`src/rtl/wb_arbiter.sv`:
```
// Writeback arbiter: per-source 2-entry FIFOs feeding one registered register-file write port.
// Define WB_RR_EN for round-robin arbitration; otherwise the lowest non-empty index wins.
module wb_arbiter #(
  parameter int NUM_SRC = 3,
  parameter int DATA_W  = 32,
  parameter int ADDR_W  = 5
) (
  input  logic                      CLK,
  input  logic                      nRST,
  input  logic [NUM_SRC-1:0]        src_valid,
  output logic [NUM_SRC-1:0]        src_ready,
  input  logic [NUM_SRC*ADDR_W-1:0] src_wsel,
  input  logic [NUM_SRC*DATA_W-1:0] src_wdata,
  output logic                      WEN,
  output logic [ADDR_W-1:0]         wsel,
  output logic [DATA_W-1:0]         wdata,
  output logic                      busy
);

  localparam int IDX_W = $clog2(NUM_SRC);

  logic [ADDR_W-1:0] fifo_wsel_q  [NUM_SRC][2];
  logic [DATA_W-1:0] fifo_wdata_q [NUM_SRC][2];
  logic [NUM_SRC-1:0] head_q;
  logic [NUM_SRC-1:0] tail_q;
  logic [1:0]         count_q [NUM_SRC];

  logic               wen_q, wen_d;
  logic [ADDR_W-1:0]  wsel_q, wsel_d;
  logic [DATA_W-1:0]  wdata_q, wdata_d;

  logic [NUM_SRC-1:0] nonempty_s;
  logic [NUM_SRC-1:0] push_s;
  logic [NUM_SRC-1:0] pop_s;
  logic               grant_s;
  logic [IDX_W-1:0]   grant_idx_s;

  // Handshake is taken from current occupancy only; x0 writes complete the handshake but are dropped.
  always_comb begin
    for (int i = 0; i < NUM_SRC; i++) begin
      src_ready[i]  = (count_q[i] < 2'd2);
      nonempty_s[i] = (count_q[i] != 2'd0);
      push_s[i]     = src_valid[i] && (count_q[i] < 2'd2) &&
                      (src_wsel[i*ADDR_W +: ADDR_W] != {ADDR_W{1'b0}});
    end
  end

`ifdef WB_RR_EN
  logic [IDX_W-1:0] last_grant_q;

  // Round-robin search beginning one past the last granted source.
  always_comb begin
    int cand;
    grant_s     = 1'b0;
    grant_idx_s = {IDX_W{1'b0}};
    for (int k = 1; k <= NUM_SRC; k++) begin
      cand = (int'(last_grant_q) + k) % NUM_SRC;
      if (!grant_s && nonempty_s[cand]) begin
        grant_s     = 1'b1;
        grant_idx_s = IDX_W'(cand);
      end else begin
        grant_idx_s = grant_idx_s;
      end
    end
  end

  // Pointer moves only when something is actually granted.
  always_ff @(posedge CLK or negedge nRST) begin
    if (!nRST) begin
      last_grant_q <= IDX_W'(NUM_SRC - 1);
    end else if (grant_s) begin
      last_grant_q <= grant_idx_s;
    end
  end
`else
  // Fixed priority: scanning downward leaves the lowest non-empty index as the winner.
  always_comb begin
    grant_s     = 1'b0;
    grant_idx_s = {IDX_W{1'b0}};
    for (int i = NUM_SRC - 1; i >= 0; i--) begin
      if (nonempty_s[i]) begin
        grant_s     = 1'b1;
        grant_idx_s = IDX_W'(i);
      end else begin
        grant_idx_s = grant_idx_s;
      end
    end
  end
`endif

  // Pop the granted head and form the next output triple; wsel/wdata hold when idle.
  always_comb begin
    pop_s   = {NUM_SRC{1'b0}};
    wen_d   = grant_s;
    wsel_d  = wsel_q;
    wdata_d = wdata_q;
    if (grant_s) begin
      pop_s[grant_idx_s] = 1'b1;
      wsel_d  = fifo_wsel_q[grant_idx_s][head_q[grant_idx_s]];
      wdata_d = fifo_wdata_q[grant_idx_s][head_q[grant_idx_s]];
    end else begin
      pop_s = {NUM_SRC{1'b0}};
    end
  end

  // Payload storage needs no reset: count_q decides which slots are live.
  always_ff @(posedge CLK) begin
    for (int i = 0; i < NUM_SRC; i++) begin
      if (push_s[i]) begin
        fifo_wsel_q[i][tail_q[i]]  <= src_wsel[i*ADDR_W +: ADDR_W];
        fifo_wdata_q[i][tail_q[i]] <= src_wdata[i*DATA_W +: DATA_W];
      end
    end
  end

  // FIFO pointers/occupancy and the registered write port.
  always_ff @(posedge CLK or negedge nRST) begin
    if (!nRST) begin
      for (int i = 0; i < NUM_SRC; i++) begin
        count_q[i] <= 2'd0;
      end
      head_q  <= {NUM_SRC{1'b0}};
      tail_q  <= {NUM_SRC{1'b0}};
      wen_q   <= 1'b0;
      wsel_q  <= {ADDR_W{1'b0}};
      wdata_q <= {DATA_W{1'b0}};
    end else begin
      for (int i = 0; i < NUM_SRC; i++) begin
        count_q[i] <= count_q[i] + {1'b0, push_s[i]} - {1'b0, pop_s[i]};
      end
      head_q  <= head_q ^ pop_s;
      tail_q  <= tail_q ^ push_s;
      wen_q   <= wen_d;
      wsel_q  <= wsel_d;
      wdata_q <= wdata_d;
    end
  end

  assign WEN   = wen_q;
  assign wsel  = wsel_q;
  assign wdata = wdata_q;
  assign busy  = (|nonempty_s) || wen_q;

endmodule

```
`config.mk`:
```
export PLATFORM = sky130hd
export DESIGN_NAME = wb_arbiter
export DESIGN_NICKNAME = d
export VERILOG_FILES = /design/src/rtl/wb_arbiter.sv
export SDC_FILE = /design/constraint.sdc
export NUM_CORES = 1
export LEC_CHECK = 0
export ABC_AREA = 0
export CAP_MARGIN = 15
export CORE_MARGIN = 4
export CORE_UTILIZATION = 40
export DETAILED_ROUTE_END_ITERATION = 8
export PLACE_DENSITY = 0.7
export SKIP_LAST_GASP = 1
export SLEW_MARGIN = 20
export SYNTH_ARGS = -nofsm -noshare
export SYNTH_HDL_FRONTEND = slang
export SYNTH_SLANG_ARGS = --single-unit
```
`constraint.sdc`:
```
create_clock -name CLK -period 5 [get_ports CLK]
set_input_delay 0.5 -clock CLK [delete_from_list [all_inputs] [get_ports CLK]]
set_output_delay 0.5 -clock CLK [all_outputs]
set_load 0.1 [all_outputs]
```
After elaboration in Yosys (flattened, before gate mapping)
Memories as Yosys holds them, arrays and structs flattened.
Index checks and enable logic that the tools add are counted.
{"block": "totals", "ff_bits": 50, "memories": 2, "ram_bits": 222}
{"name": "fifo_wdata_q", "depth": 3, "width": 64, "rd": 1, "rd_clocked_by_memory_dff": 0, "write_ports": 3, "line": "23", "source": "logic [DATA_W-1:0] fifo_wdata_q [NUM_SRC][2];"}
{"name": "fifo_wsel_q", "depth": 3, "width": 10, "rd": 1, "rd_clocked_by_memory_dff": 0, "write_ports": 3, "line": "22", "source": "logic [ADDR_W-1:0] fifo_wsel_q [NUM_SRC][2];"}
{"block": "op_classes", "n_reduce_logical": 18, "mux": 38, "n_addsub": 6, "bitwise_logic": 6, "n_lt_le_gt_ge": 12}
{"cell": "$mux W32", "n": 6}
{"cell": "$mux W64", "n": 3}
{"cell": "$demux W32 S1", "n": 3}
{"cell": "$mux W10", "n": 3}
{"cell": "$mux W5", "n": 6}
{"cell": "$demux W5 S1", "n": 3}
{"cell": "$reduce_bool A5 Y1", "n": 3}
{"cell": "$logic_and A1 B1 Y1", "n": 10}
{"cell": "$ge A2 B2 Y1 const B", "n": 4}
{"cell": "$mux W1", "n": 8}
{"cell": "$not A1 Y2", "n": 4}
{"cell": "$add A2 B1 Y2", "n": 3}
{"cell": "$lt A2 B1 Y1 const B", "n": 3}
{"cell": "$lt A2 B2 Y1 const B", "n": 3}
{"cell": "$mux W2", "n": 3}
{"cell": "$reduce_bool A2 Y1", "n": 3}
{"cell": "$sub A2 B1 Y2", "n": 3}
{"cell": "$xor A3 B3 Y3", "n": 2}
{"cell": "$lt A2 B3 Y1 const B", "n": 1}
{"cell": "$mux W3", "n": 1}
{"cell": "$reduce_or A3 Y1", "n": 1}
{"cell": "$bmux W1 S2", "n": 1}
{"cell": "$demux W1 S2", "n": 1}
{"cell": "$ge A2 B1 Y1 const B", "n": 1}
{"cell": "$logic_or A1 B1 Y1", "n": 1}

Depth between registers and ports, before layout
{"block": "logic_depth", "word_depth": 10, "depth_mapped": 11, "depth_no_buf": 8}

Worst setup path after synthesis
Ideal clock, no wire load.
{"block": "synth_timing", "path_type": "flip-flop to output port", "start": "reg count_q[5] (netlist name)", "end": "out busy", "setup_slack_ps": 2495, "t_arrival_ps": 2005, "required_ps": 4500, "path_buffers": 3, "stages_incl_launch_ff": 6, "path_cell_list": "dfrtp_1 buf_6 or4_1 buf_2 buf_6 or3_1"}
{"block": "synth_between", "elab_chain_cells": 3}
{"element": "start, declared", "line": "26", "source": "logic [1:0] count_q [NUM_SRC];"}
{"element": "start signal, assigned by index", "line": "129", "source": "count_q[i] <= count_q[i] + {1'b0, push_s[i]} - {1'b0, pop_s[i]};"}
{"element": "$reduce_bool A2 Y1", "line": "42", "source": "nonempty_s[i] = (count_q[i] != 2'd0);"}
{"element": "$reduce_or A3 Y1", "line": "142", "source": "assign busy = (|nonempty_s) || wen_q;"}
{"element": "$logic_or A1 B1 Y1", "line": "142"}
{"element": "end, declared", "line": "17", "source": "output logic busy"}
Every way passes these cells.

Worst setup path after layout
Ends and elaborated chain as after synthesis.

==> impl_metrics.json <==
{
  "slew_headroom": 0.2591,
  "io_buffers": 157,
  "power.internal_mw": 5.225,
  "place_congestion": 0.7795,
  "worstSetupStartpointType": "flip-flop",
  "vias": 6304,
  "outcome": "completed",
  "grt-ovfl-total": 0,
  "synth-edff-count": 222,
  "start_util": 0.4061,
  "core-area_um2": 25980,
  "synthCells": 620,
  "yosysWarnings": 0,
  "dieHeight_um": 170.4,
  "cts-root-buf": "clkbuf_16",
  "numCtsBuffers": 27,
  "post-cts-setup-buffer-count": 0,
  "synth_area_um2": 10550,
  "n_antenna_cell": 0,
  "cp.arrival_ps": 3040,
  "grt_pass1_vias": 6644,
  "htreeDepth": 1,
  "drc": 0,
  "avgSynthCellArea_um2": 17.02,
  "grt_max_degree": 51,
  "track_usage": 0.1819,
  "path_class": "flip-flop to primary output",
  "worstSkewPairLatency_ps": 530,
  "hp-class": "input port to asynchronous set/reset pin",
  "first_pass_iters": 5,
  "pwr_density_cell_nw_per_um2": 676.2,
  "required_ps": 4500,
  "cts.repair.resized": 0,
  "cts.sinks": 272,
  "layout.nets": 902,
  "min_period_over_period": 0.7076,
  "critPathMaxStageDelay_ps": 980,
  "skew_ps": 13.42,
  "drv_cap": 0,
  "cp_slowest_cell": "clkdlybuf4s50_1",
  "rrSetupSlack_ps": 2000,
  "path_cells": "or4_1 > or3_1 > clkdlybuf4s50_1",
  "setup_violations": 0,
  "drive_gt1_frac": 0.1270,
  "ys_seq_area_frac": 0.7504,
  "p_switching_mw": 3.722,
  "syn_to_final_growth_pct": 25.40,
  "synth_nets": 748,
  "swShare": 0.4160,
  "yosysUniqueCellTypes": 40,
  "placed_area_um2": 12390,
  "die_w_um": 170.4,
  "ys_seq_elements": 272,
  "ant_nets": 0,
  "cts_tree": "done",
  "fin_setup_tns_ps": 0,
  "rsz0062_at_grt": "no",
  "ioPinCount": 158,
  "async_flop_share": 0.1838,
  "clk_path_buf_depth": 3,
  "hpwl_um": 16880,
  "p_comb_frac": 0.411,
  "dieArea_um2": 29040,
  "drt-total-wl_um": 27060,
  "cp_max_fo": 10,
  "cp-end-kind": "primary output",
  "antenna_found_initial": 1,
  "finalHoldViolations": 0,
  "report.final.slew_viol_count": 0,
  "stdcell_area_um2": 13230,
  "cts.clk_slew.worst_paths_ps": 60,
  "ys.flop_type": "edfxtp_1",
  "p_clk_frac": 0.209,
  "post_drt_wl_per_cell_um": 23.95,
  "power_leakage_nw": 4.609,
  "rows": 59,
  "routed_via_density": 5.579,
  "worstMarginPinSlew_ps": 1109,
  "final_cell_mix": "edfxtp_1, clkdlybuf4s50_1, dfrtp_1",
  "finalCriticalPeriod_ps": 3538,
  "drt_iter0_drc": 616,
  "grt_pass1_wl_um": 40010,
  "final_common_cell": "edfxtp_1",
  "ir_drop_mv": 0.4435,
  "p_seq_frac": 0.380,
  "timing.fmax_mhz": 282.6,
  "postCtsHoldBufs": 0
}
-- flip-flops by register name (all words and copies together), names as in the netlist --
name / count
WEN: 1
fifo_wdata_q: 192
head_q: 3
fifo_wsel_q: 30
tail_q: 3
count_q: 6
wsel: 5
wdata: 32
-- layer usage --
layer  vias up  part of all wire  global-route usage
met3        47             0.076             0.03740
met4         2             0.023             0.05243
met5         -           0.00048                   0
met2       289              0.48              0.2968
li1       2792                 -                   -
met1      3174              0.42              0.2491
-- worst max-delay path, delay by kind of cell (launching register included) --
kind          cells  cell delay, ps
buf+inv           1             980
simple gates      2             990
flops             1             540
-- worst paths after layout --
check / start / endpoint / depth (start not counted)
setup / recovery: count_q[5]$_DFF_PN0_ / busy / 3
hold / removal: nRST / wdata[14]$_DFFE_PN0P_ / 2
setup reg to reg: count_q[1]$_DFF_PN0_ / count_q[1]$_DFF_PN0_ / 8
hold reg to reg: fifo_wsel_q[2][9]$_DFFE_PP_ / wsel[4]$_DFFE_PN0P_ / 2
max in group asynchronous: nRST / head_q[2]$_DFF_PN0_ / 2
min in group CLK: fifo_wsel_q[2][9]$_DFFE_PP_ / wsel[4]$_DFFE_PN0P_ / 2
-- cell type report --
type	instances	area, um^2
well taps	335	419.2
clock buffers	39	760.7
flip-flops and latches	272	7919
inverters	19	76.32
clock inverters	11	57.56
multi-input cells	288	2365
repair buffers	166	1634
fillers	2149	12750
-- stage by stage --
step | util | setup WS [ps] | total power, mW | std cells | hold WS (ps)
floorplan | - | 2495 | 6.069 | 620 | 204.4
global placement | 0.4768 | 1991 | 7.048 | 1080 | 447.7
detailed placement | 0.4768 | 1958 | 7.131 | 1080 | 459.0
CTS | 0.5083 | 1431 | 8.994 | 1130 | 166.7
global route | 0.5092 | 1404 | 9.315 | 1130 | 208.2
finish | 0.5092 | 1462 | 8.947 | 1130 | 134.9
-- cells in the mapped netlist, types with 2 or more instances --
| library cell | n | area [um^2] |
|---|---|---|
| a211oi_1 | 26 | 195.2 |
| a32o_1 | 13 | 130.1 |
| and3_1 | 26 | 162.7 |
| buf_2 | 11 | 55.05 |
| buf_6 | 7 | 78.83 |
| clkbuf_1 | 22 | 82.58 |
| dfrtp_1 | 50 | 1251 |
| edfxtp_1 | 222 | 6666 |
| ha_1 | 12 | 150.1 |
| inv_1 | 17 | 63.81 |
| mux2_2 | 5 | 56.30 |
| mux2_4 | 19 | 285.3 |
| nand2_1 | 5 | 18.77 |
| nor2_1 | 39 | 146.4 |
| nor2b_1 | 3 | 18.77 |
| o21a_1 | 2 | 15.01 |
| o21ai_0 | 23 | 115.1 |
| o21ai_1 | 4 | 20.02 |
| o221a_1 | 16 | 180.2 |
| o221a_2 | 8 | 90.09 |
| o221ai_1 | 24 | 210.2 |
| o31ai_1 | 37 | 277.8 |
| or3_1 | 2 | 12.51 |
| or4_1 | 4 | 30.03 |
| xnor2_1 | 8 | 70.07 |
-- cells by family (layout without fill, tap and decap cells) --
family | after synthesis | after routing | share of synthesized area
compound gates | 156 | 156 | 0.1205
flops | 272 | 272 | 0.7504
fa+ha+maj | 12 | 12 | 0.01423
xor+xnor | 8 | 8 | 0.006641
simple gates | 88 | 88 | 0.04625
mux | 24 | 24 | 0.03237
buf+inv | 60 | 235 | 0.02965
-- power by group through the flow --
stage,Combinational (mW),Clock (mW),Sequential [mW]
4_1_cts,3.70,1.90,3.40
6_report,3.67,1.87,3.40
3_3_place_gp,3.63,0,3.42
5_1_grt,3.88,1.98,3.45
3_5_place_dp,3.69,0,3.44
2_1_floorplan,1.66,0,4.40
Note: power is estimated with default switching activity, not from simulation.
